==> config.mk <==
export PLATFORM = sky130hd
export DESIGN_NAME = if_fetch
export DESIGN_NICKNAME = d
export VERILOG_FILES = /design/src/rtl/if_fetch_pkg.sv /design/src/rtl/if_fetch.sv
export SDC_FILE = /design/constraint.sdc
export NUM_CORES = 1
export LEC_CHECK = 0
export CAP_MARGIN = 20
export CORE_MARGIN = 2
export CORE_UTILIZATION = 43
export DETAILED_ROUTE_END_ITERATION = 8
export HOLD_SLACK_MARGIN = 0.05
export PLACE_DENSITY = 0.92
export SLEW_MARGIN = 40
export SYNTH_ARGS = -nofsm -noshare
export SYNTH_HDL_FRONTEND = slang
export SYNTH_SLANG_ARGS = --single-unit
export TNS_END_PERCENT = 1
==> constraint.sdc <==
create_clock -name clk_i -period 4.3 [get_ports clk_i]
set_input_delay 0.645 -clock clk_i [delete_from_list [all_inputs] [get_ports clk_i]]
set_output_delay 0.645 -clock clk_i [all_outputs]
set_load 0.05 [all_outputs]
==> src/rtl/if_fetch_pkg.sv <==
// Shared fetch-stage defines (ADDR_WIDTH, DATA_WIDTH, NOP, STOP, NOSTOP) and the fetch package.
// This package holds the FSM state encoding, the IF_NOP constant and the PC increment helper.
`ifndef IF_FETCH_DEFINES_SV
`define IF_FETCH_DEFINES_SV
`define ADDR_WIDTH 32
`define DATA_WIDTH 32
`define NOP        32'h0000_0013
`define STOP       1'b1
`define NOSTOP     1'b0
`endif

package if_fetch_pkg;

    localparam int unsigned IF_AW = `ADDR_WIDTH;
    localparam int unsigned IF_DW = `DATA_WIDTH;
    localparam logic [IF_DW-1:0] IF_NOP = `NOP;

    typedef enum logic [1:0] {
        IF_REQ   = 2'd0,
        IF_WAIT  = 2'd1,
        IF_FLUSH = 2'd2,
        IF_IDLE  = 2'd3
    } if_state_e;

    // Sequential PC; wraps naturally at the address width.
    function automatic logic [IF_AW-1:0] if_pc_inc(input logic [IF_AW-1:0] pc);
        return pc + {{(IF_AW-3){1'b0}}, 3'd4};
    endfunction

endpackage

==> src/rtl/if_fetch.sv <==
// Instruction fetch stage: single-entry hold buffer in front of a request/grant/rvalid bus.
// Optional build macro IFETCH_ALIGN_CHECK_EN: word-align redirect targets and flag misalignment.
module if_fetch
    import if_fetch_pkg::*;
#(
    parameter logic [`ADDR_WIDTH-1:0] RESET_PC = 32'h0000_0000
) (
    input  logic                   clk_i,
    input  logic                   rst_i,
    input  logic [5:0]             stall_i,
    input  logic                   jump_flag_i,
    input  logic [`ADDR_WIDTH-1:0] jump_addr_i,
    input  logic                   int_flag_i,
    input  logic [`ADDR_WIDTH-1:0] int_addr_i,
    output logic                   ibus_req_o,
    output logic [`ADDR_WIDTH-1:0] ibus_addr_o,
    input  logic                   ibus_gnt_i,
    input  logic                   ibus_rvalid_i,
    input  logic [`DATA_WIDTH-1:0] ibus_rdata_i,
    output logic [`ADDR_WIDTH-1:0] inst_addr_o,
    output logic [`DATA_WIDTH-1:0] inst_o,
    output logic                   stallreq_o,
    output logic                   misalign_o
);

    if_state_e              state_q, state_d;
    logic [`ADDR_WIDTH-1:0] pc_q, pc_d;
    logic                   hold_valid_q, hold_valid_d;
    logic [`DATA_WIDTH-1:0] inst_q, inst_d;
    logic [`ADDR_WIDTH-1:0] inst_addr_q, inst_addr_d;
    logic                   misalign_q, misalign_d;

    logic                   redirect_s;
    logic [`ADDR_WIDTH-1:0] target_raw_s;
    logic [`ADDR_WIDTH-1:0] target_s;
    logic                   misalign_s;
    logic                   capture_s;
    logic                   req_block_s;
    logic                   unused_stall_s;

    assign unused_stall_s = ^stall_i[5:2];

    assign redirect_s   = int_flag_i | jump_flag_i;
    assign target_raw_s = int_flag_i ? int_addr_i : jump_addr_i;

`ifdef IFETCH_ALIGN_CHECK_EN
    assign target_s   = {target_raw_s[`ADDR_WIDTH-1:2], 2'b00};
    assign misalign_s = redirect_s & (target_raw_s[1:0] != 2'b00);
`else
    assign target_s   = target_raw_s;
    assign misalign_s = 1'b0;
`endif

    // The single hold entry must not be refilled while IF/ID is still refusing it.
    assign req_block_s = hold_valid_q & (stall_i[1] == `STOP);
    assign capture_s   = (state_q == IF_WAIT) & ibus_rvalid_i & ~redirect_s;

    // Fetch FSM next state, PC update and bus request.
    always_comb begin
        state_d    = state_q;
        pc_d       = pc_q;
        ibus_req_o = 1'b0;
        case (state_q)
            IF_REQ: begin
                if (req_block_s) begin
                    if (redirect_s) begin
                        pc_d = target_s;
                    end else begin
                        pc_d = pc_q;
                    end
                end else begin
                    ibus_req_o = 1'b1;
                    if (redirect_s) begin
                        pc_d    = target_s;
                        state_d = ibus_gnt_i ? IF_FLUSH : IF_REQ;
                    end else if (ibus_gnt_i) begin
                        state_d = IF_WAIT;
                    end else begin
                        state_d = IF_REQ;
                    end
                end
            end
            IF_WAIT: begin
                if (redirect_s) begin
                    pc_d    = target_s;
                    state_d = ibus_rvalid_i ? IF_REQ : IF_FLUSH;
                end else if (ibus_rvalid_i) begin
                    pc_d    = if_pc_inc(pc_q);
                    state_d = (stall_i[0] == `NOSTOP) ? IF_REQ : IF_IDLE;
                end else begin
                    state_d = IF_WAIT;
                end
            end
            IF_FLUSH: begin
                if (redirect_s) begin
                    pc_d = target_s;
                end else begin
                    pc_d = pc_q;
                end
                if (ibus_rvalid_i) begin
                    state_d = IF_REQ;
                end else begin
                    state_d = IF_FLUSH;
                end
            end
            IF_IDLE: begin
                if (redirect_s) begin
                    pc_d    = target_s;
                    state_d = IF_REQ;
                end else if ((stall_i[0] == `NOSTOP) && !hold_valid_q) begin
                    state_d = IF_REQ;
                end else begin
                    state_d = IF_IDLE;
                end
            end
            default: begin
                state_d = IF_REQ;
                pc_d    = RESET_PC;
            end
        endcase
    end

    // Hold buffer: redirect flushes it even over a same-cycle capture.
    always_comb begin
        hold_valid_d = hold_valid_q;
        inst_d       = inst_q;
        inst_addr_d  = inst_addr_q;
        misalign_d   = misalign_s;
        if (redirect_s) begin
            hold_valid_d = 1'b0;
            inst_d       = IF_NOP;
            inst_addr_d  = {`ADDR_WIDTH{1'b0}};
        end else if (capture_s) begin
            hold_valid_d = 1'b1;
            inst_d       = ibus_rdata_i;
            inst_addr_d  = pc_q;
        end else if (stall_i[1] == `NOSTOP) begin
            hold_valid_d = 1'b0;
            inst_d       = IF_NOP;
            inst_addr_d  = {`ADDR_WIDTH{1'b0}};
        end else begin
            hold_valid_d = hold_valid_q;
        end
    end

    // State and output registers.
    always_ff @(posedge clk_i or posedge rst_i) begin
        if (rst_i) begin
            state_q      <= IF_REQ;
            pc_q         <= RESET_PC;
            hold_valid_q <= 1'b0;
            inst_q       <= IF_NOP;
            inst_addr_q  <= {`ADDR_WIDTH{1'b0}};
            misalign_q   <= 1'b0;
        end else begin
            state_q      <= state_d;
            pc_q         <= pc_d;
            hold_valid_q <= hold_valid_d;
            inst_q       <= inst_d;
            inst_addr_q  <= inst_addr_d;
            misalign_q   <= misalign_d;
        end
    end

    assign ibus_addr_o = (state_q == IF_REQ) ? pc_q : {`ADDR_WIDTH{1'b0}};
    assign inst_o      = inst_q;
    assign inst_addr_o = inst_addr_q;
    assign misalign_o  = misalign_q;
    assign stallreq_o  = ~hold_valid_q & ~redirect_s;

endmodule

==> impl_metrics.yaml <==
run_status:
  status: "completed"
cells_and_area:
  area.growth.synth_to_final_pct: 49.6
  register_area_mm2: 0.00248
  layout.nets: 792
  mostFrequentLayoutCell: "clkdlybuf4s50_1"
  final_layout_size_suffix_gt1_share_pct: 7.12
  multi_input_comb_area_mm2: 0.00230
  layout_common_cells: "clkdlybuf4s50_1, dfrtp_1, a22o_1"
  num_antenna_cells: 0
  layout.cells.non_filler: 831
  n_fill_cell: 873
logic_synthesis:
  syn-cell-area_mm2: 0.00496
  avgSynthCellArea_um2: 9.89
  synth_largest_area_cell: "dfrtp_1"
  yosysTopAreaCellShare_pct: 48.4
  async_reset_ff_share_pct: 100
  yosysSeqAreaShare_pct: 50.0
  syn_inst: 502
  ys.flop_type: "dfrtp_1"
  synth_edf_count: 0
  synth_area_leaders: "dfrtp_1, a22o_1, and2_1"
  synth_seq_cells: 99
  synth.distinct_cells: 53
  ys_warn_count: 0
  syn_nets: 611
clocking:
  cts_tree: "built"
  clock_path_buffers: 2
  cts_buffers: 9
  ctsRootBufferMaster: "clkbuf_16"
  cts_resized: 0
  post_cts_buffers: 0
  clk_pin_slew_ns: 0.06
  cts_sinks: 99
  htreeDepth: 3
  clk_latency_ns: 0.35
  cts_hold_buf: 0
global_routing:
  track_usage_pct: 26.1
  grt_overflow: 0
  grt_pass1_vias: 4938
  grt_start_max_net_pins: 68
  grt_pass1_wl_um: 26100
  antenna_found_initial: 0
sta:
  tightest_slew_ns: 0.652
  rsz0062_at_grt: "false"
  hold_violations: 0
  post-route-min-period_ns: 3.38
  maxSlewHeadroom_pct: 56.4
  setup_violations: 0
  slew_viol_final: 0
  fin_tns_setup_ns: 0
  fin_crit_sh_pct: 78.6
  fmax_mhz: 296
  clock_skew_ns: 0.00724
worst_setup_path:
  arrival_ns: 2.73
  r2r_slack_ns: 1.90
  cp_top_family: "buffers and inverters"
  start_kind: "input port"
  cp.required_ns: 3.65
  cp_max_fo: 12
  cp_slowest_cell: "clkdlybuf4s50_1"
  crit_path_end_kind: "output pin"
  critical_path.max_stage_delay_ns: 0.81
  cpMostUsedCell: "clkdlybuf4s50_1"
  path_buf_inv: 2
  path_cells: "clkdlybuf4s50_1, or2_2, nor2_1, clkdlybuf4s50_1"
  crit_type: "input port to output pin"
die:
  design.portCount: 207
  core-area_mm2: 0.0113
  fp-row-count: 39
  die-area_mm2: 0.0124
  die_h_um: 111
  fp.dieW_um: 111
  initial_core_util_pct: 43.9
routing:
  wire_per_inst_um: 19.4
  wl_met1_um: 6540
  dr_wl_met2_um: 7920
  detail-route-antenna-nets: 0
  vias: 4880
  drt_iter0_drc: 367
  dr.pass1.iters: 5
  drt-total-wl_um: 16100
  viasPerCell: 5.87
  highest_layer: "met4"
  dr_wl_met3_um: 1380
  route.detailed.drc: 0
power:
  finalPower_mw: 2.64
  p_leak_nw: 3.04
  power.density_mw_per_mm2: 356
  vdd_drop_max_v: 0.000224
placed_design:
  dp_cells: 815
  dp_hpwl_um: 11700
  place.gp.congestion: 0.946
  io_buffers: 201
min_path:
  min_path_type: "flip-flop to flip-flop"
flow_run:
  max_cap_viol_count: 0
==> cell families after synthesis <==
kind of cell / count (synthesis) / synth area share [%]
AO/OA/AOI/OAI: 152 / 22.1
XOR/XNOR: 3 / 0.529
adder cells (fa/ha/maj): 1 / 0.252
buffers and inverters: 49 / 4.01
flip-flops: 99 / 50.0
multiplexers: 17 / 3.63
other: 1 / 0.0755
AND/OR/NAND/NOR: 180 / 19.4
==> metrics by stage <==
step	hold WS, ns	worst slack [ns]	cell area (um2)	utilization (%)
floorplan	0.487	1.07	4960	-
global placement	0.475	0.908	7110	62.8
detailed placement	0.483	0.924	7110	62.8
CTS	0.497	0.927	7420	65.6
global route	0.511	0.823	7430	65.6
finish	0.497	0.921	7430	65.6
==> where the power goes <==
group          total (mW)  internal, mW  switching (mW)
clock               0.841         0.484           0.357
sequential           1.04         0.971          0.0713
combinational       0.761         0.301           0.460
total                2.64          1.76           0.888
==> tightest hold or removal path, stage by stage (launching register included) <==
cell	delay [ns]
dfrtp_1	0.35
nand2_1	0.05
o21ai_0	0.06
==> layer usage <==
layer / track usage (%) / up-vias
met5: 0 / -
met4: 8.40 / 0
met3: 6.70 / 25
met2: 43.2 / 254
met1: 33.8 / 2372
li1: - / 2229
==> synthesized netlist by cell type, types with 6 or more instances <==
cell and instances:
a31oi_1 6, and3_1 7, nand2_1 39, nor4_1 8, nand4_1 8, o22a_1 7, dfrtp_1 96, nand3_1 20
mux2_2 8, o22ai_1 8, a21oi_1 29, and2_1 34, a211oi_1 9, mux2i_1 9, nor2_1 28, nor3_1 13
clkbuf_1 36, o21ai_0 22, a22o_1 56
==> area by class of cell <==
type | instances | share of cell area, %
sequential | 99 | 33.4
multi-input combinational | 354 | 31.0
timing repair buffer | 214 | 28.7
clock buffer | 11 | 3.40
tap | 143 | 2.41
clock inverter | 5 | 0.792
inverter | 5 | 0.320
==> path summary, 6_finish.rpt <==
path	from	to	cells past startpoint
worst min register to register	inst_addr_o[13]$_DFFE_PP0P_	inst_addr_o[13]$_DFFE_PP0P_	2
min in group asynchronous	rst_i	inst_o[29]$_DFFE_PP0P_	2
worst max-delay path	jump_flag_i	stallreq_o	4
max in group asynchronous	rst_i	inst_o[1]$_DFFE_PP1P_	3
worst min-delay path	inst_addr_o[13]$_DFFE_PP0P_	inst_addr_o[13]$_DFFE_PP0P_	2
worst max register to register	state_q[1]$_DFFE_PP0P_	pc_q[27]$_DFFE_PP0P_	5
==> flip-flops by register name (all words and copies together), names as in the netlist <==
name,flops
hold_valid_q,1
pc_q,32
state_q,2
inst_o,32
inst_addr_o,32
No activity file was read; power rests on OpenSTA's default activity.
